## src/rtl/pipe_pkg.sv

```systemverilog
// -----------------------------------------------------------------------------
// pipe_pkg
// Shared constants for the pipeline stage registers.
//   skid_state_e : occupancy state of a two-entry skid stage register
//                  (EMPTY=0, ONE=1, FULL=2)
//   NOP_PAYLOAD  : default bubble payload (all zeros)
//   state_count  : number of held entries for a given state
// -----------------------------------------------------------------------------
package pipe_pkg;

   typedef enum logic [1:0] {
      ST_EMPTY = 2'd0,
      ST_ONE   = 2'd1,
      ST_FULL  = 2'd2
   } skid_state_e;

   localparam logic [63:0] NOP_PAYLOAD = 64'd0;

   function automatic logic [1:0] state_count(input skid_state_e st);
      logic [1:0] cnt;
      cnt = 2'd0;
      case (st)
         ST_EMPTY: cnt = 2'd0;
         ST_ONE:   cnt = 2'd1;
         ST_FULL:  cnt = 2'd2;
         default:  cnt = 2'd0;
      endcase
      return cnt;
   endfunction

endpackage

```

## src/rtl/pipe_skid_reg.sv

```systemverilog
// -----------------------------------------------------------------------------
// pipe_skid_reg
// Two-entry (main + skid) pipeline stage register with valid/ready handshakes.
// Used as IF/ID, ID/EX, EX/MEM and MEM/WB registers by choosing NB_DATA.
//
// Handshake: a transfer happens on a rising edge only when valid and ready are
// both high in that cycle (and i_dunit_clk_en is high). o_ready and o_valid
// depend only on registered state and i_dunit_clk_en, never on i_valid or
// i_ready, so stages can be chained without combinational loops.
//
// Ports
//   i_clk           clock, rising edge
//   i_reset         asynchronous active-high reset
//   i_dunit_clk_en  debug-unit enable; 0 freezes all state and masks handshakes
//   i_flush         synchronous flush; drops held entries and same-cycle input
//   i_valid/i_data  upstream payload
//   o_ready         stage can accept a payload this cycle
//   o_valid/o_data  downstream payload (RST_DATA when empty)
//   i_ready         downstream accepts the payload
//   o_count         registered number of held entries (0..2)
// -----------------------------------------------------------------------------
module pipe_skid_reg
   import pipe_pkg::*;
#(
   parameter int                   NB_DATA  = 64,
   parameter logic [NB_DATA-1:0]   RST_DATA = NB_DATA'(NOP_PAYLOAD)
) (
   input  logic               i_clk,
   input  logic               i_reset,
   input  logic               i_dunit_clk_en,
   input  logic               i_flush,
   input  logic               i_valid,
   input  logic [NB_DATA-1:0] i_data,
   output logic               o_ready,
   output logic               o_valid,
   output logic [NB_DATA-1:0] o_data,
   input  logic               i_ready,
   output logic [1:0]         o_count
);

   skid_state_e        state_q, state_d;
   logic [NB_DATA-1:0] main_q, main_d;
   logic [NB_DATA-1:0] skid_q, skid_d;
   logic [1:0]         count_q, count_d;
   logic               in_xfer;
   logic               out_xfer;

   assign o_ready  = (state_q != ST_FULL)  & i_dunit_clk_en;
   assign o_valid  = (state_q != ST_EMPTY) & i_dunit_clk_en;
   // main is not cleared when draining to EMPTY, so the bubble value is muxed here
   assign o_data   = (state_q == ST_EMPTY) ? RST_DATA : main_q;
   assign o_count  = count_q;

   // Both already include i_dunit_clk_en through o_ready/o_valid
   assign in_xfer  = i_valid & o_ready;
   assign out_xfer = o_valid & i_ready;

   always_ff @(posedge i_clk or posedge i_reset) begin
      if (i_reset) begin
         state_q <= ST_EMPTY;
         main_q  <= RST_DATA;
         skid_q  <= RST_DATA;
         count_q <= 2'd0;
      end else begin
         state_q <= state_d;
         main_q  <= main_d;
         skid_q  <= skid_d;
         count_q <= count_d;
      end
   end

   always_comb begin
      state_d = state_q;
      main_d  = main_q;
      skid_d  = skid_q;

      if (!i_dunit_clk_en) begin
         // frozen: hold everything, flush ignored
         state_d = state_q;
      end else if (i_flush) begin
         // flush wins over any transfer in the same cycle
         state_d = ST_EMPTY;
         main_d  = RST_DATA;
         skid_d  = RST_DATA;
      end else begin
         case (state_q)
            ST_EMPTY: begin
               if (in_xfer) begin
                  main_d  = i_data;
                  state_d = ST_ONE;
               end
            end
            ST_ONE: begin
               if (in_xfer && out_xfer) begin
                  main_d  = i_data;
               end else if (in_xfer) begin
                  // downstream stalled: park the new payload behind main
                  skid_d  = i_data;
                  state_d = ST_FULL;
               end else if (out_xfer) begin
                  state_d = ST_EMPTY;
               end
            end
            ST_FULL: begin
               // o_ready is low here, so no input can arrive
               if (out_xfer) begin
                  main_d  = skid_q;
                  state_d = ST_ONE;
               end
            end
            default: begin
               state_d = ST_EMPTY;
               main_d  = RST_DATA;
               skid_d  = RST_DATA;
            end
         endcase
      end

      count_d = state_count(state_d);
   end

endmodule

```

## config.mk

```make
export PLATFORM = sky130hd
export DESIGN_NAME = pipe_skid_reg
export DESIGN_NICKNAME = d
export VERILOG_FILES = /design/src/rtl/pipe_pkg.sv /design/src/rtl/pipe_skid_reg.sv
export SDC_FILE = /design/constraint.sdc
export NUM_CORES = 1
export LEC_CHECK = 0
export ABC_CLOCK_PERIOD_IN_PS = 11220
export CAP_MARGIN = 20
export CORE_UTILIZATION = 40
export CTS_CLUSTER_DIAMETER = 100
export DETAILED_ROUTE_END_ITERATION = 7
export GPL_TIMING_DRIVEN = 0
export HOLD_SLACK_MARGIN = 0.15
export PLACE_DENSITY = 0.73
export REMOVE_ABC_BUFFERS = 1
export SLEW_MARGIN = 40
export SYNTH_ARGS = -nofsm -noshare
export SYNTH_HDL_FRONTEND = slang
export SYNTH_SLANG_ARGS = --single-unit
```

## constraint.sdc

```tcl
create_clock -name i_clk -period 11.22 [get_ports i_clk]
set_input_delay 2.244 -clock i_clk [delete_from_list [all_inputs] [get_ports i_clk]]
set_output_delay 2.244 -clock i_clk [all_outputs]
set_load 0.01 [all_outputs]
```

==> results.txt <==
Once detail routing completed, the nets flagged for antenna violations numbered 0. Number of setup violations in the final report: 0. The number of buffers inserted for hold repair after clock tree synthesis was 0. For the count of standard-cell rows, the log shows 46. Total power: 1.48 mW. For the worst setup path, the data required time is 8980 ps.

In this run the worst hold path is classified as reg -> reg. After detailed routing, the number of vias per cell comes to 5.29. In this run, the number of DRC markers left after iteration 0 of detailed routing was 201.

At the end of routability-driven placement, the weighted congestion stood at 0.739. At the later pin of the worst-skew pair, clock insertion delay measures 410 ps. The initial utilization of the core area, before any placement, comes to 40.7%.

Of the cells placed in the final design, the portion with a size suffix greater than 1 is 27.9%. The width of the die works out to 129 um. The flow ran to the end, and the final reports show no timing, DRC or antenna violations.

The count of cells in the finished layout, fillers not included, comes to 882. Summed over all cells, the static leakage comes to 4.17 nW. Core utilization of the finished layout: 56.5%.

The first detailed-routing pass took 4 iterations. The clock drives 132 sinks. The DRC violations left was 0; the number of global-route vias before repair was 5,034. The run gives 0 as the number of diodes. For this run, the post-layout net count is 723. The max-slew violation count was 0. The synthesis-to-layout area growth works out to 38.8%.

The H-tree was split into 4 levels. The number of port buffers was 137; the worst setup skew after layout was 3.49 ps. For the warning count from the yosys run, the log shows 0.

After layout, the worst path uses 52.8% of the clock period. The mean post-synth cell area is 12.3 sq um, and the clock period minus final worst setup slack is 5920 ps. The routed wirelength normalized by instance count works out to 17.3 um. The number of buffers added for setup after CTS is 0, and the detailed-route via count is 4,666.

For this run the aggregate overflow at the end of global routing stands at 0. Counting along the longest clock path gives a buffer depth of 2. The run gives 0 ps as the setup TNS. The first global-routing pass estimated 25.4 mm of wire. The sort of element at the end of the critical path is an output port. The max-capacitance violation count is 0. 138 I/O pins were placed. Maximum clock frequency: 169 MHz. The run gives 24 as the distinct cell type count after synthesis. The share of the Yosys chip area taken by registers is 51.2%.

For the pin with the worst max-slew slack, the measured transition is 552 ps. Entering global routing, the biggest net connects 71 pins. For the core region area, the log shows 0.0158 sq mm. The run gives 63.1% as the worst relative slew slack. The path type of the worst setup path was in -> out. In this run, placement finished with an instance count of 850. The logs give 0.0937 mV for the largest vdd supply drop and 17 for the number of buffers inserted during clock tree synthesis.

TritonCTS built the clock tree. At the worst endpoint, the arrival time is 3680 ps. Along the worst path, the maximum fanout reaches 9. The tools report the post-synth design cell area as 0.00645 sq mm. The cell count after synthesis came out at 523.

Counting flops and latches in the post-synthesis netlist gives 132. Clock-pin slew was measured on the worst setup and hold paths at 60 ps. The die covers 0.0166 sq mm.

The number of hold violations in the final report is 0. For this run, the total global-route usage over all layers was measured as 19.7%. Vertical die dimension: 129 um. Setup repair after global routing left no endpoint under its margin. On the final layout, the worst hold slack is 496 ps. In this run, post-CTS repair resized a total of 0 instances. The buffer type at the clock tree root is sky130_fd_sc_hd__clkbuf_16. For this design the ratio of total power to cell area is 165 mW/mm^2.

The run gives 10.2 mm as the final HPWL from detailed placement. The launching element type of the critical path was an input port. The logs give 0 for the initial antenna violation count and 15.2 mm for the final routed wirelength across all metal layers.
synthesized netlist by cell type:
library cell,number,share of area [%]
sky130_fd_sc_hd__dfrtp_1,132,51
sky130_fd_sc_hd__mux2_2,128,22
sky130_fd_sc_hd__nor2b_1,67,6.5
sky130_fd_sc_hd__and3_1,51,4.9
sky130_fd_sc_hd__a22o_1,50,6.8
sky130_fd_sc_hd__clkbuf_1,28,1.6
sky130_fd_sc_hd__buf_2,16,1.2
sky130_fd_sc_hd__and2_1,15,1.5
sky130_fd_sc_hd__a21o_1,14,1.6
sky130_fd_sc_hd__inv_1,3,0.17
sky130_fd_sc_hd__nor2_1,3,0.17
sky130_fd_sc_hd__nand2b_1,2,0.19
sky130_fd_sc_hd__o21a_1,2,0.23
sky130_fd_sc_hd__o21ai_0,2,0.16
sky130_fd_sc_hd__a211o_1,1,0.14
sky130_fd_sc_hd__a21oi_1,1,0.078
sky130_fd_sc_hd__a21oi_2,1,0.14
sky130_fd_sc_hd__a31o_2,1,0.14
sky130_fd_sc_hd__and4b_1,1,0.16
sky130_fd_sc_hd__nand2_1,1,0.058
sky130_fd_sc_hd__nand4b_1,1,0.14
sky130_fd_sc_hd__nor4_1,1,0.097
sky130_fd_sc_hd__o21bai_1,1,0.12
sky130_fd_sc_hd__o41ai_2,1,0.25
layer usage:
layer  wire [um]  part of all wire [%]  up-vias  global-route usage [%]
met2        7860                    52      108                    34.7
met5           0                     0        -                       0
met4         210                   1.4        0                    6.51
met1        6560                    43     2402                    23.7
met3         613                   4.0       19                    4.86
li1            -                     -     2137                       -
report_power, final:
| part | switching [mW] | total, mW | leakage, nW | internal, mW |
|---|---|---|---|---|
| clock network | 0.206 | 0.591 | 0.310 | 0.384 |
| logic | 0.133 | 0.313 | 2.11 | 0.180 |
| registers | 0.0345 | 0.573 | 1.75 | 0.538 |
flip-flops by register name, indices dropped and copies added, names as in the netlist:
register,cells
main_q,64
skid_q,64
o_count,2
state_q,2
worst paths after layout:
kind	endpoint	slack, ps	start	depth (start not counted)
setup / recovery	o_valid	5300	i_dunit_clk_en	3
setup reg to reg	main_q[0]$_DFFE_PP0P_	9020	state_q[0]$_DFF_PP0_	6
hold / removal	main_q[28]$_DFFE_PP0P_	500	main_q[28]$_DFFE_PP0P_	1
min in group asynchronous	main_q[57]$_DFFE_PP0P_	2280	i_reset	2
max in group asynchronous	main_q[25]$_DFFE_PP0P_	8250	i_reset	3
hold reg to reg	main_q[28]$_DFFE_PP0P_	500	main_q[28]$_DFFE_PP0P_	1
kinds of logic (layout without fill, tap and decap cells):
| logic type | Yosys count | after routing | synth area share, % |
|---|---|---|---|
| AND/OR/NAND/NOR | 142 | 142 | 13.7 |
| multiplexers | 128 | 128 | 22.4 |
| buffers and inverters | 47 | 190 | 3.05 |
| AO/OA/AOI/OAI | 74 | 74 | 9.66 |
| flip-flops | 132 | 132 | 51.2 |
critical path, cell delays in order:
cell and delay (ps):
sky130_fd_sc_hd__clkdlybuf4s50_1 670, sky130_fd_sc_hd__nor2b_1 200, sky130_fd_sc_hd__clkdlybuf4s50_1 560
metrics by stage:
stage / instance area [sq um] / setup slack [ps]
2_1_floorplan: 6260 / 3260
3_3_place_gp: 7910 / -2960
3_5_place_dp: 8310 / 5330
4_1_cts: 8950 / 5320
5_1_grt: 8950 / 5270
6_report: 8950 / 5300
final cells by class:
cell class	count	area (sq um)
sequential	132	3310
inverter	3	18.8
clock buffer	20	457
tap	216	270
timing repair buffer	155	1730
clock inverter	12	178
fill	1313	6880
multi-input combinational	344	2990
cells in the final DEF, fill, tap and decap left out, types with 2 or more instances in the layout:
cell | synthesis | routed
sky130_fd_sc_hd__a21o_1 | 14 | 14
sky130_fd_sc_hd__a22o_1 | 50 | 50
sky130_fd_sc_hd__and2_1 | 15 | 15
sky130_fd_sc_hd__and3_1 | 51 | 51
sky130_fd_sc_hd__buf_12 | 0 | 3
sky130_fd_sc_hd__buf_16 | 0 | 6
sky130_fd_sc_hd__buf_8 | 0 | 9
sky130_fd_sc_hd__bufinv_16 | 0 | 4
sky130_fd_sc_hd__clkbuf_16 | 0 | 17
sky130_fd_sc_hd__clkbuf_8 | 0 | 2
sky130_fd_sc_hd__clkdlybuf4s50_1 | 0 | 137
sky130_fd_sc_hd__clkinv_2 | 0 | 3
sky130_fd_sc_hd__clkinv_4 | 0 | 3
sky130_fd_sc_hd__dfrtp_1 | 132 | 131
sky130_fd_sc_hd__inv_1 | 3 | 2
sky130_fd_sc_hd__mux2_2 | 128 | 128
sky130_fd_sc_hd__nand2b_1 | 2 | 2
sky130_fd_sc_hd__nor2_4 | 0 | 3
sky130_fd_sc_hd__nor2b_1 | 67 | 67
sky130_fd_sc_hd__o21ai_0 | 2 | 2
No activity file was read; power rests on OpenSTA's default activity.
